<file path="src/rtl/result_sign_pipe.sv">
// result_sign_pipe: per-lane result sign-bit selector, registered behind a
// valid/ready handshake with a two-entry skid buffer so that upstream can
// be back-pressured without bubbles. Lanes share one handshake.
module result_sign_pipe #(
    parameter int LANES  = 1,
    parameter int FRAC_W = 32,
    parameter int SEL_W  = 4
) (
    input  logic                     clk,
    input  logic                     reset_n,
    input  logic                     flush,
    input  logic                     in_valid,
    output logic                     in_ready,
    input  logic [SEL_W*LANES-1:0]   sign_select,
    input  logic [LANES-1:0]         operand_sign_a,
    input  logic [LANES-1:0]         operand_sign_b,
    input  logic [LANES-1:0]         result_sign,
    input  logic [FRAC_W*LANES-1:0]  result_fraction,
    input  logic [2:0]               round_mode,
    output logic                     out_valid,
    input  logic                     out_ready,
    output logic [LANES-1:0]         result_31
);

    localparam logic [2:0] RM_RDN = 3'b010;

    // Select-code decoder for one lane; unlisted codes yield a positive sign.
    function automatic logic pick_sign(
        input logic [SEL_W-1:0] sel,
        input logic             a,
        input logic             b,
        input logic             r,
        input logic             int_msb,
        input logic             zrm
    );
        logic s;
        s = 1'b0;
        case (sel)
            SEL_W'(0):  s = 1'b0;
            SEL_W'(1):  s = 1'b1;
            SEL_W'(2):  s = a;
            SEL_W'(3):  s = b;
            SEL_W'(4):  s = ~b;
            SEL_W'(5):  s = a & b;
            SEL_W'(6):  s = a & ~b;
            SEL_W'(7):  s = r;
            SEL_W'(8):  s = int_msb;
            SEL_W'(9):  s = a ^ b;
            SEL_W'(10): s = a | b;
            SEL_W'(11): s = zrm;
            default:    s = 1'b0;
        endcase
        return s;
    endfunction

    // Only the integer-sign bit of each fraction feeds the decoder.
    logic unused_frac_bits;
    assign unused_frac_bits = ^result_fraction;

    logic             zrm;
    logic [LANES-1:0] in_data;

    assign zrm = (round_mode == RM_RDN);

    // Combinational per-lane sign selection ahead of the output register.
    always_comb begin
        in_data = '0;
        for (int i = 0; i < LANES; i++) begin
            in_data[i] = pick_sign(sign_select[i*SEL_W +: SEL_W],
                                   operand_sign_a[i],
                                   operand_sign_b[i],
                                   result_sign[i],
                                   result_fraction[i*FRAC_W + FRAC_W - 1],
                                   zrm);
        end
    end

    logic             out_valid_q, out_valid_d;
    logic [LANES-1:0] out_data_q,  out_data_d;
    logic             skid_valid_q, skid_valid_d;
    logic [LANES-1:0] skid_data_q,  skid_data_d;
    logic             accept;
    logic             drain;

    // in_ready depends only on registered skid state, never on out_ready.
    assign in_ready  = ~skid_valid_q;
    assign accept    = in_valid & in_ready;
    assign drain     = out_valid_q & out_ready;
    assign out_valid = out_valid_q;
    assign result_31 = out_data_q;

    // Next-state for main and skid registers; flush overrides any transfer.
    always_comb begin
        out_valid_d  = out_valid_q;
        out_data_d   = out_data_q;
        skid_valid_d = skid_valid_q;
        skid_data_d  = skid_data_q;
        if (flush) begin
            out_valid_d  = 1'b0;
            out_data_d   = '0;
            skid_valid_d = 1'b0;
        end else if (!out_valid_q || drain) begin
            if (skid_valid_q) begin
                // Older skid entry moves up first to keep FIFO order.
                out_valid_d  = 1'b1;
                out_data_d   = skid_data_q;
                skid_valid_d = 1'b0;
            end else begin
                out_valid_d = accept;
                if (accept) begin
                    out_data_d = in_data;
                end
            end
        end else if (accept) begin
            // Main is stalled: park the new entry in the skid slot.
            skid_valid_d = 1'b1;
            skid_data_d  = in_data;
        end
    end

    // State registers with asynchronous active-low clear.
    always_ff @(posedge clk or negedge reset_n) begin
        if (!reset_n) begin
            out_valid_q  <= 1'b0;
            out_data_q   <= '0;
            skid_valid_q <= 1'b0;
            skid_data_q  <= '0;
        end else begin
            out_valid_q  <= out_valid_d;
            out_data_q   <= out_data_d;
            skid_valid_q <= skid_valid_d;
            skid_data_q  <= skid_data_d;
        end
    end

endmodule

</file>
<file path="config.mk">
export PLATFORM = sky130hd
export DESIGN_NAME = result_sign_pipe
export DESIGN_NICKNAME = d
export VERILOG_FILES = /design/src/rtl/result_sign_pipe.sv
export SDC_FILE = /design/constraint.sdc
export NUM_CORES = 1
export LEC_CHECK = 0
export ABC_AREA = 1
export BUFFER_PORTS_ARGS = -buffer_cell sky130_fd_sc_hd__buf_2
export CAP_MARGIN = 20
export CORE_AREA = 4 4 41 43
export CTS_BUF_LIST = sky130_fd_sc_hd__clkbuf_4 sky130_fd_sc_hd__clkbuf_8
export CTS_CLUSTER_SIZE = 14
export DETAILED_ROUTE_END_ITERATION = 7
export DIE_AREA = 0 0 45 47
export HOLD_SLACK_MARGIN = 0.02
export PLACE_DENSITY = 0.77
export RECOVER_POWER = 25
export SLEW_MARGIN = 40
export SYNTH_ARGS = -nofsm -noshare
export SYNTH_HDL_FRONTEND = slang
export SYNTH_SLANG_ARGS = --single-unit
</file>
<file path="constraint.sdc">
create_clock -name clk -period 1 [get_ports clk]
set_clock_uncertainty 0.05 [all_clocks]
set_input_delay 0.05 -clock clk [delete_from_list [all_inputs] [get_ports clk]]
set_output_delay 0.05 -clock clk [all_outputs]
set_load 0.02 [all_outputs]
</file>
# Word-level counts from Yosys, hierarchy flattened
# Cells that the tools add are included.
# classes
eq_ne	12
n_mux	11
bitwise_logic	10
n_reduce_logical	7
# op_table
cell	count
$eq A4 B3 Y1 const B	4
$eq A4 B4 Y1 const B	4
$pmux W1 S11	1
$mux W1	10
$eq A4 B2 Y1 const B	2
$reduce_bool A3 Y1	2
$and A1 B1 Y1	4
$eq A4 B1 Y1 const B	1
$not A1 Y1	4
$eq A3 B2 Y1 const B	1
$reduce_and A3 Y1	1
$reduce_and A2 Y1	1
$reduce_bool A2 Y1	1
$logic_not A1 Y1	1
$logic_or A1 B1 Y1	1
$or A1 B1 Y1	1
$xor A1 B1 Y1	1
# totals
regBits	4
inputBits	47
output_inout_bits	3
word_cells	44

# Longest topological paths before layout
# depth
word_depth	7
ltp_mapped	10
mapped_depth_nobuf	10

# Worst setup path before layout
# OpenSTA, ideal clock, no wires.
# synth_path
path_type	register -> register
from	reg skid_valid_q
to	reg skid_data_q
setup_time_ns	0.077
t_arrival_ns	0.878
t_required_ns	0.873
slack_ns	-0.006
path_stages_with_launch	6
path_buffers	0
period_less_slack_ns	1.006
path_cell_list	dfrtp_1 > inv_1 > nand2_1 > nor2_1 > nor2_1 > a21oi_1
# synth_via
elab_chain_cells	3
# synth_rtl
item	line	source
start, declared	80	logic skid_valid_q, skid_valid_d;
start signal, assigned	131	skid_valid_q <= skid_valid_d;
$not A1 Y1	86	assign in_ready = ~skid_valid_q;
via in_ready	13	output logic in_ready,
$and A1 B1 Y1	87	assign accept = in_valid & in_ready;
$reduce_and A3 Y1 (no source line)	--	
end signal, assigned	132	skid_data_q <= skid_data_d;
end, declared	81	logic [LANES-1:0] skid_data_q, skid_data_d;
# The timed path passes the listed nets, and every way through them passes these cells.
# A chain may end at the register's enable or synchronous reset.

# Worst setup path in the final report
# layout_path
from	reg skid_valid_q
to	out in_ready
# layout_via
elab_chain_cells	1
# layout_rtl
item	line
$not A1 Y1	86
end, declared	13
# Every way passes these cells.

==> key figures <==
Timing
  • Fin Setup TNS: 0 ps
  • Period Utilization, post-route: between 90% and 100%
  • Actual slew at the worst max-slew pin: ~220 ps
  • WHS: 33.4 ps
  • Final setup vio count: 0
  • Final slew viol count: 0
  • Post-layout min period: 951 ps
  • Unrepaired setup endpoints after global routing: yes
  • Final hold vios: 0
  • Worst slew margin: 85.6%
  • F_max: 1050 MHz

Job
  • Max Cap Viol: 0

Clock network
  • CTS H-tree depth: 1
  • CTS Buf Count: 3
  • CTS tree: yes
  • Clk slew on worst S/H paths: 40 ps
  • # clock sinks: 4
  • Clock Path Buffers: 2
  • Worst-skew pair later-pin latency: 230 ps
  • Root Driver: clkbuf_4

Pwr
  • VDD IR max: 457 uV
  • Leakage power: just under 0.0003 uW
  • PD cells: 1060 mW/mm2

Critical path
  • Setup CP Type: reg2out
  • Worst Setup Start Kind: register
  • Setup crit end kind: output pin
  • Critical path, cell by cell: inv_2, buf_4
  • Critical Path RT: 900 ps
  • Top Family by Delay on Critical Path: flip-flops
  • Buf/Inv on CP: 2
  • Critical-path maximum fanout: 4
  • CP max-delay cell: dfrtp_1
  • Arr. time, crit path: approximately 850 ps
  • Biggest cell delay along the critical path: 390 ps

Min path
  • Worst hold path class: in2reg

Floorplan
  • Die X: 45 um
  • Row count: 13
  • Die area: around 0.0021 mm2
  • Initial core utilization: ~25%
  • Boundary pin count: 50
  • CORE AREA: ~0.0013 mm2
  • Die span in y: 47 um

Logic synthesis
  • Mean Syn Cell Area: around 6 um2
  • Synth Area in Adders: 3.79%
  • Post-Syn Instances: 55
  • Post-synthesis cell type count: 15
  • Xor/xnor share of the synthesized area: 0%
  • Simple-gate share of the synthesized area: between 40% and 50%
  • Synth Net Count: roughly 100
  • Post-Syn Area: 330 um2
  • Register area share after synthesis: 30.3%
  • Synthesis Warnings: 0
  • Mux cell area share after synthesis: 0%
  • Main combinational cell family by area after synthesis: simple AND/OR/NAND/NOR gates
  • Synth Area in Compound Gates: ~6.8%
  • Yosys reg bits: 4

Placement
  • Gpl congestion: 0.732
  • Post-DP HPWL: 717 um
  • Count of buffers from port buffering: 18

GRT
  • Total GRT Usage: 8.57%
  • Antenna violations before repair: 0
  • Global route overflow: 0
  • Global-route wire length before repair: 1340 um
  • Largest net degree at the start of global routing: 7
  • Vias in the first global route: 364

Detailed routing
  • Total wire length: 845 um
  • Remaining DRCs: 0
  • DR top layer: met3
  • Metal3 WL: 56 um
  • Post-Route M1 WL: 369 um
  • Post-DR wirelength/cell: 8.89 um
  • Routed wl met2: 418 um
  • Vias: 422
  • Vias/cell: 4.44
  • DRT Pass-1 Iters: 5
  • Initial DRC count: 8
  • Antenna viol nets, final: 0

Layout
  • Most common cell after layout, fill and taps aside: buf_2
  • Diode count: 0
  • Commonest cells after routing, fill and taps aside: buf_2, nand2_1, nor2_1
  • Filler Cells Inserted: 148
  • Share of cells above drive strength 1: 41.3%
  • Area growth, synth to finish: 54.9%
  • Fin nets: 130

Run status
  • Run status: complete, no violations
[what timing repair did]
item	4_1_cts	5_1_grt
hold buffers	1	0
endpoints found under the hold margin	4	0
setup endpoints to repair	1	2
pin swaps	1	0
setup buffers	0	0
resized for setup	1	5
[kinds of logic after synthesis]
family | count (synthesis)
buffers and inverters | 9
AO/OA/AOI/OAI | 4
flip-flops | 4
AND/OR/NAND/NOR | 37
adder cells (fa/ha/maj) | 1
[synth_stat cells (all sizes together)]
master  instances  area, um2
dfrtp           4        100
nand3           8       40.0
ha              1       12.5
nand3b          1       7.51
nor2           12       47.6
nand2          14       55.1
nor3            1       5.00
o21ai           1       5.00
o211ai          1       7.51
nand4           1       6.26
inv             9       33.8
a21oi           2       10.0
[worst register-to-register path: cells and delay by family (launching register included)]
kind	cells	cell delay, ps
and+or+nand+nor	4	270
AOI/OAI and AO/OA	1	40
buffers and inverters	1	80
DFF	1	390
[routing by layer]
metal | global-route usage (%) | vias to the layer above
li1 | - | 225
met1 | 11.5 | 187
met2 | 12.7 | 10
met3 | 1.53 | 0
met4 | 5.26 | 0
met5 | 0 | -
[path summary, 6_finish.rpt]
path | startpoint | to | slack (ps) | depth (start not counted)
min in group asynchronous | reset_n | out_valid | 130 | 2
max in group asynchronous | reset_n | result_31 | 590 | 2
worst min register to register | result_31 | result_31 | 480 | 2
worst min-delay path | flush | out_valid | 30 | 2
worst max register to register | skid_valid_q | result_31 | 50 | 6
worst max-delay path | skid_valid_q | in_ready | 50 | 2
[flip-flops by register name (all words and copies together), names as in the netlist]
signal	flops
skid_valid_q	1
out_valid	1
skid_data_q	1
result_31	1
[power by group]
part           switching [uW]  internal, uW  total (uW)
Clock                    57.6           134         191
Combinational            85.6          71.7         157
Sequential               11.3           181         193
[final cells by class]
cell class	instances	area [um2]	area share, %
inverters	9	33.8	6.60
flip-flops and latches	4	100	19.6
repair buffers	22	124	24.2
well taps	15	18.8	3.67
clock buffers	3	22.5	4.40
multi-input cells	42	213	41.6
[per-stage QoR]
step / setup WS, ps / cells / util [%] / cell area [um2] / power [uW]
2_1_floorplan: 2.46 / 55 / - / 330 / 269
5_1_grt: -11.6 / 95 / 39.3 / 512 / 577
4_1_cts: 13.4 / 95 / 38.4 / 499 / 549
3_5_place_dp: -139 / 91 / 35.5 / 462 / 343
3_3_place_gp: -105 / 91 / 35.5 / 462 / 339
6_report: 49.3 / 95 / 39.3 / 512 / 541
Power figures use the tool's default switching activity.
